===== src/rtl/fa4bit_adder_if.sv =====
// Operand/result bundle for the registered 4-bit adder.
// The master drives the operands, and the slave returns the registered result and flags.
interface fa4bit_adder_if;
  logic       in_valid;
  logic [3:0] A;
  logic [3:0] B;
  logic       Cin;
  logic [3:0] S;
  logic       Cout;
  logic       V;
  logic       Z;
  logic       out_valid;

  modport master (
    output in_valid, A, B, Cin,
    input  S, Cout, V, Z, out_valid
  );

  modport slave (
    input  in_valid, A, B, Cin,
    output S, Cout, V, Z, out_valid
  );
endinterface


===== src/rtl/fa4bit_adder.sv =====
// Registered 4-bit ripple-carry adder built from four full-adder cells.
// Results and flags are presented one cycle after an accepted operand.
module fa4bit_adder (
  input  logic          clk,
  input  logic          rst,
  fa4bit_adder_if.slave bus
);

  logic [4:0] w_c;
  logic [3:0] w_s;
  logic       w_v;
  logic       w_z;

  logic [3:0] r_s;
  logic       r_cout;
  logic       r_v;
  logic       r_z;
  logic       r_out_valid;

  assign w_c[0] = bus.Cin;

  for (genvar i = 0; i < 4; i++) begin : g_cell
    fa4bit_fa_cell u_cell (
      .i_a (bus.A[i]),
      .i_b (bus.B[i]),
      .i_c (w_c[i]),
      .o_s (w_s[i]),
      .o_c (w_c[i+1])
    );
  end

  // V compares the carry into the sign bit with the carry out of it.
  assign w_v = w_c[3] ^ w_c[4];
  assign w_z = (w_s == 4'b0000);

  // NOTE: state registers use non-blocking assignments so that every flop samples pre-edge values.
  always_ff @(posedge clk) begin
    if (rst) begin
      r_s         <= 4'b0000;
      r_cout      <= 1'b0;
      r_v         <= 1'b0;
      r_z         <= 1'b0;
      r_out_valid <= 1'b0;
    end else begin
      r_out_valid <= bus.in_valid;
      if (bus.in_valid) begin
        r_s    <= w_s;
        r_cout <= w_c[4];
        r_v    <= w_v;
        r_z    <= w_z;
      end
    end
  end

  assign bus.S         = r_s;
  assign bus.Cout      = r_cout;
  assign bus.V         = r_v;
  assign bus.Z         = r_z;
  assign bus.out_valid = r_out_valid;

endmodule

// One-bit full-adder cell used as a link of the ripple chain.
module fa4bit_fa_cell (
  input  logic i_a,
  input  logic i_b,
  input  logic i_c,
  output logic o_s,
  output logic o_c
);
  assign o_s = i_a ^ i_b ^ i_c;
  assign o_c = (i_a & i_b) | (i_a & i_c) | (i_b & i_c);
endmodule


===== src/flat_wrapper.sv =====
// flat-port wrapper written by rule: the top's interface ports become plain ports
module fa4bit_adder_flat 
  (clk, rst, bus_in_valid, bus_A, bus_B, bus_Cin, bus_S, bus_Cout, bus_V, bus_Z, bus_out_valid);
  fa4bit_adder_if bus_i ();
  input  logic clk;
  input  logic rst;
  input wire logic [$bits(bus_i.in_valid)-1:0] bus_in_valid;
  input wire logic [$bits(bus_i.A)-1:0] bus_A;
  input wire logic [$bits(bus_i.B)-1:0] bus_B;
  input wire logic [$bits(bus_i.Cin)-1:0] bus_Cin;
  output wire logic [$bits(bus_i.S)-1:0] bus_S;
  output wire logic [$bits(bus_i.Cout)-1:0] bus_Cout;
  output wire logic [$bits(bus_i.V)-1:0] bus_V;
  output wire logic [$bits(bus_i.Z)-1:0] bus_Z;
  output wire logic [$bits(bus_i.out_valid)-1:0] bus_out_valid;
  assign bus_i.in_valid = bus_in_valid;
  assign bus_i.A = bus_A;
  assign bus_i.B = bus_B;
  assign bus_i.Cin = bus_Cin;
  assign bus_S = bus_i.S;
  assign bus_Cout = bus_i.Cout;
  assign bus_V = bus_i.V;
  assign bus_Z = bus_i.Z;
  assign bus_out_valid = bus_i.out_valid;
  fa4bit_adder u_core (.clk(clk), .rst(rst), .bus(bus_i));
endmodule

===== config.mk =====
export PLATFORM = sky130hd
export DESIGN_NAME = fa4bit_adder_flat
export DESIGN_NICKNAME = d
export VERILOG_FILES = /design/src/rtl/fa4bit_adder_if.sv /design/src/rtl/fa4bit_adder.sv /design/src/flat_wrapper.sv
export SDC_FILE = /design/constraint.sdc
export NUM_CORES = 1
export LEC_CHECK = 0
export CAP_MARGIN = 30
export CORE_AREA = 2 2 39 41
export DETAILED_ROUTE_END_ITERATION = 12
export DIE_AREA = 0 0 41 43
export HOLD_SLACK_MARGIN = 0.02
export PLACE_DENSITY_LB_ADDON = 0.08
export SYNTH_ARGS = -nofsm -noshare
export SYNTH_HDL_FRONTEND = slang
export SYNTH_SLANG_ARGS = --single-unit

===== constraint.sdc =====
create_clock -name clk -period 6.4 [get_ports clk]
set_input_delay 0.64 -clock clk [delete_from_list [all_inputs] [get_ports clk]]
set_output_delay 0.64 -clock clk [all_outputs]
set_load 0.005 [all_outputs]

Yosys cells after proc, flatten, opt, wreduce, memory -nomap -nowiden
Index checks and enable logic that the tools add are counted.

Bitwise operators: 29. Reduce and logical (&&, ||, !) cells: 1.

Operator list (number): 1-bit AND (12); 1-bit XOR (9); 1-bit OR (8); 4-bit logical NOT (1).

Register bits after elaboration: 8. Bits of input ports: 12.

Depth between registers and ports, before layout
Depth in word-level cells: 13. Mapped depth: 7. Depth with buffers taken out: 7.

Modules after synthesis
From an unflattened synthesis, not the netlist that was laid out.

Cells, all modules: 31. Area total of the unflattened synthesis: 387.9 µm².

By module, submodules not included: fa4bit_adder (times used 1, cells each 27, area an instance 307.8 µm², sequential area each 160.2 µm²); fa4bit_fa_cell (times used 4, cells each 1, area an instance 20.0 µm², sequential area each 0.0 µm²).

Least setup slack after synthesis
OpenSTA, ideal clock, no wires.

Kind: input to register. Start point: input port bus_Cin. End point: register u_core.r_z, in the netlist u_core.bus.Z. Arrival: 2.582 ns. Required time: 6.273 ns. Path slack: 3.691 ns. Stages: 7. Buffers on the path: 0. Path through: fa_1 -> fa_1 -> fa_1 -> inv_1 -> fa_1 -> or4b_4 -> o22ai_2.

Cells in the longest elaborated chain, start to end: 11. Elaborated cells on any way between the ends: 17. Those cells by class: bitwise (16); reduce/logical (1).

Ends and longest elaborated chain: from (decl) (line flat_wrapper.sv:10) `input wire logic [$bits(bus_i.Cin)-1:0] bus_Cin;`; 1-bit AND (line fa4bit_adder.sv:72) `assign o_c = (i_a & i_b) | (i_a & i_c) | (i_b & i_c);`; 1-bit OR (2 in series) (line fa4bit_adder.sv:72); 1-bit AND (line fa4bit_adder.sv:72); 1-bit OR (2 in series) (line fa4bit_adder.sv:72); 1-bit AND (line fa4bit_adder.sv:72); 1-bit OR (2 in series) (line fa4bit_adder.sv:72); 1-bit XOR (line fa4bit_adder.sv:71) `assign o_s = i_a ^ i_b ^ i_c;`; 4-bit logical NOT (*) (line fa4bit_adder.sv:34) `assign w_z = (w_s == 4'b0000);`; to (signal assigned) (line fa4bit_adder.sv:50) `r_z <= w_z;`; to (decl) (line fa4bit_adder.sv:17) `logic r_z;`.

Every way passes the cells marked *; elsewhere a longest branch is shown, timed or not. A chain may end at the register's enable or synchronous reset.

Final worst setup path
Same ends and word-level chain as after synthesis.

==> results.yml <==
status:
  status: "finished clean"
logic_synthesis:
  synthMuxAreaShare: 0.07742
  synth-simple-area-share: 0.1323
  syn_inst: 35
  synth_xor_area_frac: 0.02258
  ys_ff_latch: 8
  synth_top_family_by_area: "adder cells"
  avgSynthCellArea_um2: 11.08
  syn_area_um2: 387.9
  yosysWarningCount: 0
  syn-num-nets: 51
  ys_seq_area_frac: 0.4129
  synth_compound_area_frac: 0.08710
  synth-adder-area-share: 0.2065
  synth_cell_type_count: 13
critical_path:
  worst_path_largest_cell_delay_ns: 0.47
  cp_data_required_time_ns: 6.59
  path_max_fanout: 2
  worst-r2r-setup-slack_ns: 5.69
  crit_slowest_cell: "or4b_4"
  reg2reg_to: "u_core.bus.Cout$_SDFFE_PP0P_"
  rr_worst_depth: 2
  crit_top_cell: "fa_1"
  worstSetupStartpointType: "input port"
  crit_path_cell_trace: "clkdlybuf4s50_1 -> fa_1 -> fa_1 -> fa_1 -> inv_1 -> fa_1 -> or4b_4 -> o22ai_2"
  path_class: "in2reg"
  crit_path_end_kind: "flop"
  cp-startpoint: "bus_Cin"
  cp.arrival_ns: 3.17
  reg2reg_from: "u_core.bus.Cout$_SDFFE_PP0P_"
  crit_path_end: "u_core.bus.Z$_SDFFE_PP0P_"
clock_network:
  clock_latency_ns: 0.24
  clockRootBuffer: "clkbuf_4"
  cts_buffers: 3
  postCtsHoldBufs: 0
  cts.reportedPaths.clkPinSlew_ns: 0.06
  cts_setup_buffers: 0
  clk_path_buf_depth: 2
  cts_max_level: 1
  clkSinkCount: 8
  ctsResizeCount: 0
  cts_tree: "built"
power_and_ir_drop:
  p_sw_frac: 0.2429
  powerDensity_nw_per_um2: 209.7
  clkPwrFrac: 0.297
  pwr-share-seq: 0.436
  power.switching_mw: 0.03117
  leakage_nw: 0.2499
  vdd_drop_max_mv: 0.09750
  p_comb_frac: 0.267
  internal-power_mw: 0.09715
grt:
  grt_pass1_wl_um: 1283
  grt_usage: 0.1184
  grt_max_degree: 11
  grt-ovfl-total: 0
  grt_pass1_vias: 283
  antenna_found_initial: 0
routing:
  wl_per_cell_um: 10.79
  highest_layer: "met3"
  wl_met2_um: 413
  via_count: 310
  wl_met3_um: 55
  first_pass_iters: 4
  wl_met1_um: 297
  drc: 0
  viasPerCell: 4.366
  routed_wl_um: 766
  drt_iter0_markers: 1
  ant_nets: 0
timing:
  worst_slew_pin_slew_ns: 0.3814
  post-route-period-util: 0.4668
  final_max_slew_viol_count: 0
  finalHoldViolCount: 0
  whs_ns: 0.4799
  rsz0062_at_grt: "no"
  skew_ns: 0
  period_needed_ns: 2.988
  finalSetupViolCount: 0
  finalSetupTns_ns: 0
  finalWorstSetupSlack_ns: 3.412
  fmaxAchievable_mhz: 334.7
  max_slew_margin: 0.7449
placement:
  post-dp-hpwl_um: 645.8
  gp_congestion: 0.6748
  port_buffers: 19
  dpl_worst_slack_ns: 3.139
  placed_cell_area_um2: 589.3
die:
  initial_core_util: 0.2803
  die_x_um: 41
  dieArea_um2: 1763
  core_um2: 1384
  num_rows: 14
  boundaryPins: 20
  die_y_um: 43
layout:
  num_antenna_cells: 0
  drive_gt1_frac: 0.09091
  area_delta_synth_final_pct: 57.74
  fin_area_um2: 611.8
  layout_common_cells: "clkdlybuf4s50_1 (19), dfxtp_1 (8), nor2_1 (5), inv_1 (4), fa_1 (4)"
  layout_commonest_cell: "clkdlybuf4s50_1"
  n_fill_cell: 130
  layout.nets: 73
worst_hold_path:
  whs_path_depth: 2
  holdCritPathClass: "reg2reg"
flow_run:
  drv_cap: 0
cell usage after synthesis:
library cell	count	area (um^2)
a211oi_1	2	15.01
buf_2	1	5.000
clkbuf_1	1	3.750
dfxtp_1	8	160.2
fa_1	4	80.08
inv_1	4	15.01
mux2i_1	3	30.03
nand2b_1	3	18.77
nor2_1	5	18.77
o22ai_1	1	6.260
o22ai_2	1	12.51
or4b_4	1	13.76
xor2_1	1	8.760
sequential cells by signal, indices dropped and copies added, names as in the netlist:
| signal | count |
|---|---|
| u_core.bus.S | 4 |
| u_core.bus.Cout | 1 |
| u_core.bus.V | 1 |
| u_core.bus.Z | 1 |
| u_core.bus.out_valid | 1 |
worst min path at each step:
stage	slack (ns)	endpoint	startpoint
finish	0.48	u_core.bus.V$_SDFFE_PP0P_	u_core.bus.V$_SDFFE_PP0P_
global route	0.51	u_core.bus.V$_SDFFE_PP0P_	u_core.bus.V$_SDFFE_PP0P_
CTS	0.48	u_core.bus.V$_SDFFE_PP0P_	u_core.bus.V$_SDFFE_PP0P_
detailed placement	0.47	u_core.bus.V$_SDFFE_PP0P_	u_core.bus.V$_SDFFE_PP0P_
global placement	0.47	u_core.bus.S[1]$_SDFFE_PP0P_	u_core.bus.S[1]$_SDFFE_PP0P_
floorplan	0.48	u_core.bus.V$_SDFFE_PP0P_	u_core.bus.V$_SDFFE_PP0P_
power groups by stage:
stage,Sequential (mW),Clock (mW),Combinational [mW]
final,0.0560,0.0381,0.0343
after floorplan,0.0576,0,0.0152
after CTS,0.0560,0.0397,0.0353
after global placement,0.0570,0,0.0337
after global routing,0.0564,0.0448,0.0382
after detailed placement,0.0571,0,0.0349
metrics by stage:
stage               std cells  utilization  total power [mW]
floorplan                  35            -           0.07281
global placement           68       0.4259           0.09073
detailed placement         68       0.4259           0.09205
CTS                        71       0.4421            0.1310
global route               71       0.4421            0.1394
finish                     71       0.4421            0.1283
layout make-up:
type	instances	area (um^2)	area share
inverters	4	15.01	0.02454
well taps	16	20.02	0.03272
repair buffers	19	190.2	0.3108
clock buffers	3	22.52	0.03681
multi-input cells	21	203.9	0.3333
flip-flops and latches	8	160.2	0.2618
routing by layer:
| metal | up-vias | GRT usage |
|---|---|---|
| met1 | 146 | 0.1320 |
| met4 | 0 | 0.08000 |
| met2 | 12 | 0.1656 |
| met3 | 0 | 0.06283 |
| met5 | - | 0 |
| li1 | 152 | - |
kinds of logic (layout without fill, tap and decap cells):
| kind of cell | Yosys count | after routing |
|---|---|---|
| multiplexers | 3 | 3 |
| flip-flops | 8 | 8 |
| AO/OA/AOI/OAI | 4 | 4 |
| AND/OR/NAND/NOR | 9 | 9 |
| adder cells (fa/ha/maj) | 4 | 4 |
| XOR/XNOR | 1 | 1 |
| buffers and inverters | 6 | 26 |
worst max-delay path: cells and delay by family:
kind	cells	cell delay, ns
buf+inv	2	0.52
compound gates	1	0.11
simple gates	1	0.47
fa+ha+maj	4	1.43
(Power assumes the default switching activity.)
